===== src/rtl/mps_pwr_seq_ctrl.sv =====
// mps_pwr_seq_ctrl
// Sequences the MPS power stage on and off: phase check, discharge relay,
// slow-charge relay, DC-link charge, then main contactor. Each wait step is
// debounced and guarded by a timeout. An interlock forces the safe state at once.
//
//   code | state      | meaning
//   -----+------------+-----------------------------------------------------
//     0  | IDLE       | stage off, discharge engaged, waiting for on request
//     1  | PHASE_CHK  | waiting for AC phase monitor OK
//     2  | DIS_OFF    | discharge released, waiting for its feedback to drop
//     3  | SLOW_ON    | slow-charge relay closed, waiting for feedback
//     4  | DC_CHG     | waiting for DC-link to reach the charged threshold
//     5  | MAIN_ON    | main contactor closed, waiting for feedback
//     6  | SLOW_OFF   | slow-charge relay opened, waiting for feedback
//     7  | ON         | stage running; main feedback loss is a fault
//     8  | OFF_MAIN   | main and slow opened, waiting for both feedbacks low
//     9  | OFF_DIS    | discharge engaged, waiting for DC-link discharged
//    10  | FAULT      | safe state; leaves on clear once DC-link is discharged
module mps_pwr_seq_ctrl #(
   parameter int unsigned DEB_CYC   = 16,
   parameter int unsigned TMO_CYC   = 50_000_000,
   parameter int unsigned CNT_W     = 32,
   parameter logic [31:0] DC_ON_TH  = 32'h43820000,
   parameter logic [31:0] DC_OFF_TH = 32'h41200000
) (
   input  logic        i_clk,
   input  logic        i_rst,
   input  logic        i_op_on,
   input  logic        i_op_off,
   input  logic        i_intl,
   input  logic        i_fault_clr,
   input  logic        i_phase_ok,
   input  logic        i_dis_fb,
   input  logic        i_slow_fb,
   input  logic        i_main_fb,
   input  logic [31:0] i_dc_v,
   output logic        o_dis_on,
   output logic        o_slow_on,
   output logic        o_main_on,
   output logic [3:0]  o_state,
   output logic        o_on_done,
   output logic        o_off_done,
   output logic        o_fault,
   output logic [3:0]  o_fault_code
);

   typedef enum logic [3:0] {
      ST_IDLE      = 4'd0,
      ST_PHASE_CHK = 4'd1,
      ST_DIS_OFF   = 4'd2,
      ST_SLOW_ON   = 4'd3,
      ST_DC_CHG    = 4'd4,
      ST_MAIN_ON   = 4'd5,
      ST_SLOW_OFF  = 4'd6,
      ST_ON        = 4'd7,
      ST_OFF_MAIN  = 4'd8,
      ST_OFF_DIS   = 4'd9,
      ST_FAULT     = 4'd10
   } state_t;

   localparam logic [CNT_W-1:0] DEB_LAST  = CNT_W'(DEB_CYC - 1);
   localparam logic [CNT_W-1:0] TMO_LAST  = CNT_W'(TMO_CYC - 1);
   localparam logic [CNT_W-1:0] CNT_MAX   = {CNT_W{1'b1}};
   localparam logic [3:0]       CODE_INTL = 4'd15;
   localparam logic [3:0]       CODE_MAIN = 4'd7;
   localparam logic [3:0]       CODE_NONE = 4'd0;

   state_t           r_state;
   logic [CNT_W-1:0] r_deb_cnt;
   logic [CNT_W-1:0] r_tmo_cnt;
   logic             r_dis_on;
   logic             r_slow_on;
   logic             r_main_on;
   logic             r_on_done;
   logic             r_off_done;
   logic             r_fault;
   logic [3:0]       r_fault_code;

   state_t           w_state_nxt;
   state_t           w_adv_state;
   logic             w_is_wait;
   logic             w_cond;
   logic             w_deb_done;
   logic             w_tmo_hit;
   logic             w_v_ge_on;
   logic             w_v_le_off;
   logic             w_abortable;
   logic             w_chg;
   logic [3:0]       w_code_nxt;
   logic [CNT_W-1:0] w_deb_nxt;
   logic [CNT_W-1:0] w_tmo_nxt;
   logic             w_dis_nxt;
   logic             w_slow_nxt;
   logic             w_main_nxt;
   logic             w_on_done_nxt;
   logic             w_off_done_nxt;
   logic             w_fault_nxt;

   // Sign bit set (negative or -0) reads as 0 V. For positive floats the raw
   // magnitude bits order the same way as the values, and NaN/Inf sort above
   // every finite threshold, so a plain unsigned compare is enough.
   assign w_v_ge_on  = !i_dc_v[31] && (i_dc_v[30:0] >= DC_ON_TH[30:0]);
   assign w_v_le_off =  i_dc_v[31] || (i_dc_v[30:0] <= DC_OFF_TH[30:0]);

   // Per-state wait condition and the state it advances to once debounced
   always_comb begin
      w_is_wait   = 1'b0;
      w_cond      = 1'b0;
      w_adv_state = r_state;
      case (r_state)
         ST_PHASE_CHK: begin w_is_wait = 1'b1; w_cond = i_phase_ok;            w_adv_state = ST_DIS_OFF;  end
         ST_DIS_OFF:   begin w_is_wait = 1'b1; w_cond = !i_dis_fb;             w_adv_state = ST_SLOW_ON;  end
         ST_SLOW_ON:   begin w_is_wait = 1'b1; w_cond = i_slow_fb;             w_adv_state = ST_DC_CHG;   end
         ST_DC_CHG:    begin w_is_wait = 1'b1; w_cond = w_v_ge_on;             w_adv_state = ST_MAIN_ON;  end
         ST_MAIN_ON:   begin w_is_wait = 1'b1; w_cond = i_main_fb;             w_adv_state = ST_SLOW_OFF; end
         ST_SLOW_OFF:  begin w_is_wait = 1'b1; w_cond = !i_slow_fb;            w_adv_state = ST_ON;       end
         ST_OFF_MAIN:  begin w_is_wait = 1'b1; w_cond = !i_main_fb && !i_slow_fb; w_adv_state = ST_OFF_DIS; end
         ST_OFF_DIS:   begin w_is_wait = 1'b1; w_cond = w_v_le_off;            w_adv_state = ST_IDLE;     end
         default: ;
      endcase
   end

   // The counter reads DEB_CYC-1 during the DEB_CYC-th consecutive true cycle
   assign w_deb_done  = w_is_wait && w_cond && (r_deb_cnt >= DEB_LAST);
   assign w_tmo_hit   = w_is_wait && (r_tmo_cnt >= TMO_LAST);
   assign w_abortable = (r_state >= ST_PHASE_CHK) && (r_state <= ST_ON);

   // Next state and fault code, highest priority first
   always_comb begin
      w_state_nxt = r_state;
      w_code_nxt  = r_fault_code;
      if (i_intl && (r_state != ST_FAULT)) begin
         w_state_nxt = ST_FAULT;
         w_code_nxt  = CODE_INTL;
      end else if (w_tmo_hit && !w_deb_done) begin
         w_state_nxt = ST_FAULT;
         w_code_nxt  = r_state;
      end else if ((r_state == ST_ON) && !i_main_fb) begin
         w_state_nxt = ST_FAULT;
         w_code_nxt  = CODE_MAIN;
      end else if (i_op_off && w_abortable) begin
         w_state_nxt = ST_OFF_MAIN;
      end else if (w_deb_done) begin
         w_state_nxt = w_adv_state;
      end else begin
         case (r_state)
            ST_IDLE: begin
               if (i_op_on && !i_op_off) w_state_nxt = ST_PHASE_CHK;
            end
            ST_FAULT: begin
               // A held interlock keeps the block in FAULT even when cleared
               if (i_fault_clr && !i_intl && w_v_le_off) begin
                  w_state_nxt = ST_IDLE;
                  w_code_nxt  = CODE_NONE;
               end
            end
            default: ;
         endcase
      end
   end

   assign w_chg = (w_state_nxt != r_state);

   // Debounce and timeout counters: saturating, cleared on any state change
   always_comb begin
      w_deb_nxt = r_deb_cnt;
      w_tmo_nxt = r_tmo_cnt;
      if (w_chg || !w_is_wait) begin
         w_deb_nxt = '0;
         w_tmo_nxt = '0;
      end else begin
         if (!w_cond)                   w_deb_nxt = '0;
         else if (r_deb_cnt != CNT_MAX) w_deb_nxt = r_deb_cnt + 1'b1;
         if (r_tmo_cnt != CNT_MAX)      w_tmo_nxt = r_tmo_cnt + 1'b1;
      end
   end

   // Relay drives and status flags for the state being entered; states that
   // leave a drive unlisted keep its current value
   always_comb begin
      w_dis_nxt  = r_dis_on;
      w_slow_nxt = r_slow_on;
      w_main_nxt = r_main_on;
      if (w_chg) begin
         case (w_state_nxt)
            ST_IDLE:     begin w_dis_nxt = 1'b1; w_slow_nxt = 1'b0; w_main_nxt = 1'b0; end
            ST_DIS_OFF:  w_dis_nxt  = 1'b0;
            ST_SLOW_ON:  w_slow_nxt = 1'b1;
            ST_MAIN_ON:  w_main_nxt = 1'b1;
            ST_SLOW_OFF: w_slow_nxt = 1'b0;
            ST_OFF_MAIN: begin w_slow_nxt = 1'b0; w_main_nxt = 1'b0; end
            ST_OFF_DIS:  w_dis_nxt  = 1'b1;
            ST_FAULT:    begin w_dis_nxt = 1'b1; w_slow_nxt = 1'b0; w_main_nxt = 1'b0; end
            default: ;
         endcase
      end
      w_on_done_nxt  = (w_state_nxt == ST_ON);
      w_fault_nxt    = (w_state_nxt == ST_FAULT);
      w_off_done_nxt = (r_state == ST_OFF_DIS) && (w_state_nxt == ST_IDLE);
   end

   // State, counters and registered outputs
   always_ff @(posedge i_clk) begin
      if (!i_rst) begin
         r_state      <= ST_IDLE;
         r_deb_cnt    <= '0;
         r_tmo_cnt    <= '0;
         r_dis_on     <= 1'b1;
         r_slow_on    <= 1'b0;
         r_main_on    <= 1'b0;
         r_on_done    <= 1'b0;
         r_off_done   <= 1'b0;
         r_fault      <= 1'b0;
         r_fault_code <= CODE_NONE;
      end else begin
         r_state      <= w_state_nxt;
         r_deb_cnt    <= w_deb_nxt;
         r_tmo_cnt    <= w_tmo_nxt;
         r_dis_on     <= w_dis_nxt;
         r_slow_on    <= w_slow_nxt;
         r_main_on    <= w_main_nxt;
         r_on_done    <= w_on_done_nxt;
         r_off_done   <= w_off_done_nxt;
         r_fault      <= w_fault_nxt;
         r_fault_code <= w_code_nxt;
      end
   end

   assign o_state      = r_state;
   assign o_dis_on     = r_dis_on;
   assign o_slow_on    = r_slow_on;
   assign o_main_on    = r_main_on;
   assign o_on_done    = r_on_done;
   assign o_off_done   = r_off_done;
   assign o_fault      = r_fault;
   assign o_fault_code = r_fault_code;

endmodule


===== config.mk =====
export PLATFORM = sky130hd
export DESIGN_NAME = mps_pwr_seq_ctrl
export DESIGN_NICKNAME = d
export VERILOG_FILES = /design/src/rtl/mps_pwr_seq_ctrl.sv
export SDC_FILE = /design/constraint.sdc
export NUM_CORES = 1
export LEC_CHECK = 0
export BUFFER_PORTS_ARGS = -buffer_cell sky130_fd_sc_hd__buf_2
export CAP_MARGIN = 10
export CORE_ASPECT_RATIO = 1.4
export CORE_MARGIN = 4
export CORE_UTILIZATION = 61
export DETAILED_ROUTE_END_ITERATION = 10
export PLACE_DENSITY = 0.9
export RECOVER_POWER = 25
export REMOVE_ABC_BUFFERS = 1
export SETUP_SLACK_MARGIN = 0.5
export SYNTH_ARGS = -nofsm -noshare
export SYNTH_HDL_FRONTEND = slang
export SYNTH_SLANG_ARGS = --single-unit

===== constraint.sdc =====
create_clock -name i_clk -period 4.6 [get_ports i_clk]
set_clock_uncertainty 0.2 [all_clocks]
set_input_delay 0 -clock i_clk [delete_from_list [all_inputs] [get_ports i_clk]]
set_output_delay 0 -clock i_clk [all_outputs]
set_load 0.03 [all_outputs]

==> summary.md <==
| Metric | Value |
|---|---|
| DR WL/cell | 14.6 um |
| CTS H-Tree Depth | 3 |
| Normalized max-slew margin | 40.4% |
| Maximum clock frequency | 263 MHz |
| Remaining DRCs | 0 |
| Worst min path class | input pin to register |
| Layout area overhead | 18.1% |
| Drt first pass iters | 4 |
| Die area | 7170 sq um |
| Least-Margin Pin Slew | 886 ps |
| Share of layout cells above drive strength 1 | 17.6% |
| Startpoint type of the worst setup path | register |
| Maxcap violations | 0 |
| Max IR drop VDD | 246 uV |
| Clk pwr share | 34.4% |
| PD cells | 386 nW/um^2 |
| Max incr delay on CP | 850 ps |
| Number of port buffers | 55 |
| Crit path depth | 10 |
| Die height | 98.6 um |
| Total leakage power | 1.61 nW |
| Fin crit period | 3810 ps |
| Fillers | 421 |
| Die X | 72.7 um |
| Cell Int Power | 1.13 mW |
| Final Core Density | 75.3% |
| CTS clk-pin slew, worst paths | 90 ps |
| Post-place instance area | 3990 sq um |
| Final setup vio count | 0 |
| Root buf cell | clkbuf_8 |
| Critical-path cell list | mux2_1 > a311oi_1 > o32ai_1 > a311oi_2 > buf_4 > nor3_2 > a31o_1 > o21ai_1 > nor4b_1 > nor3_1 |
| Dpl cells | 527 |
| Final cell count without fillers | 545 |
| First-pass GRT wire length | 13.5 mm |
| Seq pwr share | 45.9% |
| Net count, final | 516 |
| Endpoints failing hold | 0 |
| Vias in the first global route | 3111 |
| Skew-Pair Late Insertion Delay | 360 ps |
| Vias per cell | 5.84 |
| Crit path kind | register to register |
| Element type at the critical path end | register |
| Ys async rst share | 0% |
| Hold WS | 76.1 ps |
| Via count | 3182 |
| Synth unique cells | 71 |
| Worst Path Arrival | 3830 ps |
| Number of flops mapped to enable cells by yosys | 0 |
| Hold path cells | 5 |
| Critical-path top delay cell | dfxtp_1 |
| Cell family with most CP delay | compound AO/OA/AOI/OAI gates |
| Switching Fraction | 30.5% |
| Design Area, Final | 4220 sq um |
| GRT Overall Usage | 23.4% |
| RSZ-0062 raised after global routing | false |
| Gpl congestion | 0.927 |
| CTS sink count | 78 |
| Initial antenna violation count | 0 |
| HPWL Detailed | 5.74 mm |
| CP Buf/Inv Count | 1 |
| # IOs | 56 |
| Routed Antenna Nets | 0 |
| Setup TNS | 0 ps |
| Seq/Total Area, Yosys | 43.7% |
| Mapped Cells | 383 |
| Mean Syn Cell Area | 9.33 sq um |
| Largest net degree at the start of global routing | 31 |
| Clk buf depth | 2 |
| Final Cycle Share | 82.8% |
| Initial Utilization | 63.8% |
| Row cnt | 32 |
| Primary FF master, synth | dfxtp_1 |
| Sw Pwr | 0.498 mW |
| #FFs+latches synth | 78 |
| 1st-iter DRT viols | 256 |
| Synth warn | 0 |
| Total wire length | 7.95 mm |
| Cell Area, Synth | 3570 sq um |
| Gate power share | 19.7% |
| Critical path data required time | 4620 ps |
| CTS tree | built |
| Status | finished, final reports clean |
| GRT Residual Overflow | 0 |
| Core area | 5610 sq um |
| CP max FO | 26 |
| TritonCTS Buffers | 9 |
| Path depth of the worst reg2reg path | 10 |
| Final slew viol count | 0 |
| Diodes inserted | 0 |
-- cell families after synthesis --
kind of cell	share of synthesized area, %
AO/OA/AOI/OAI	14.9
XOR/XNOR	6.62
adder cells (fa/ha/maj)	0.700
buffers and inverters	2.87
flip-flops	43.7
multiplexers	1.16
other	0.105
AND/OR/NAND/NOR	29.9
-- metrics by stage --
stage               setup slack, ps  power [mW]
finish                          793        1.63
global placement               1060        1.07
detailed placement              825        1.08
floorplan                       353       0.986
global route                    452        1.71
CTS                             817        1.64
-- cell usage after synthesis, drive strengths merged, types with 3 or more instances --
library cell	instances	area, sq um
xnor2	5	43.8
nand4	23	144
buf	11	68.8
inv	6	22.5
xor2	22	193
nand3	16	80.1
mux2i	3	30.0
a21oi	8	47.6
nor2b	7	43.8
nand2b	5	31.3
o21ai	12	67.6
or2	5	31.3
a311o	3	30.0
a31oi	4	25.0
nor2	40	150
dfxtp	78	1560
clkbuf	3	11.3
nand2	27	101
a211oi	3	22.5
nor4b	6	52.6
o41ai	4	61.3
nor4	22	168
o211ai	5	37.5
nor3	13	100
a21boi	4	30.0
and2	6	37.5
-- final timing paths --
check	from	end	slack (ps)
worst min-delay path	i_main_fb	o_fault_code[3]	80
worst max-delay path	o_state[1]	o_slow_on	790
worst min register to register	o_main_on	o_main_on	310
worst max register to register	o_state[1]	o_slow_on	790
-- power by group through the flow --
stage	combinational (mW)	clock, mW	sequential [mW]
6_report	0.321	0.561	0.747
5_1_grt	0.353	0.606	0.754
4_1_cts	0.320	0.570	0.746
3_5_place_dp	0.318	0	0.762
3_3_place_gp	0.309	0	0.759
2_1_floorplan	0.206	0	0.780
-- cell usage in the layout (no fill, tap or decap), types with 6 or more instances in the layout --
cell type  synthesis  layout
dfxtp_1           78      78
buf_2              7      42
nor2_1            40      40
conb_1             1      34
nand2_1           27      27
nand4_1           23      23
xor2_1            22      22
nor4_1            20      20
nand3_1           16      16
clkbuf_1           3      13
clkbuf_8           0       9
nor2b_1            7       7
nor3_2             7       7
o21ai_0            7       7
nor4b_1            6       6
a21oi_1            6       6
inv_1              6       6
and2_1             6       6
nor3_1             6       6
-- flip-flops by register name (all words and copies together), names as in the netlist --
register,count
o_dis_on,1
o_fault,1
o_fault_code,4
o_main_on,1
o_off_done,1
o_on_done,1
o_slow_on,1
o_state,4
r_deb_cnt,32
r_tmo_cnt,32
-- metal layers --
metal | wire length (um) | global-route usage, %
met4 | 165 | 11.9
met2 | 3990 | 40.4
met5 | 0 | 0
met1 | 3220 | 26.3
met3 | 571 | 5.31
-- worst reg2reg max path, stage by stage (launching register included) --
cell      delay [ps]
dfxtp_1          850
mux2_1           380
a311oi_1         260
o32ai_1          160
a311oi_2         480
buf_4            280
nor3_2            60
a31o_1           340
o21ai_1          160
nor4b_1          380
nor3_1           120
-- repair_timing --
item	4_1_cts	5_1_grt
hold buffers	2	0
gates resized for setup	0	1
setup endpoints to repair	0	2
endpoints found under the hold margin	14	0
setup buffers	0	0
-- final cells by class --
cell class	count	area, sq um	share of cell area, %
Multi-Input combinational cell	318	2030	48.2
Timing Repair Buffer	59	294	6.97
Clock buffer	9	124	2.94
Tap cell	68	85.1	2.02
Sequential cell	78	1560	37.0
Inverter	6	22.5	0.534
Clock inverter	7	98.8	2.34
(Power assumes the default switching activity.)
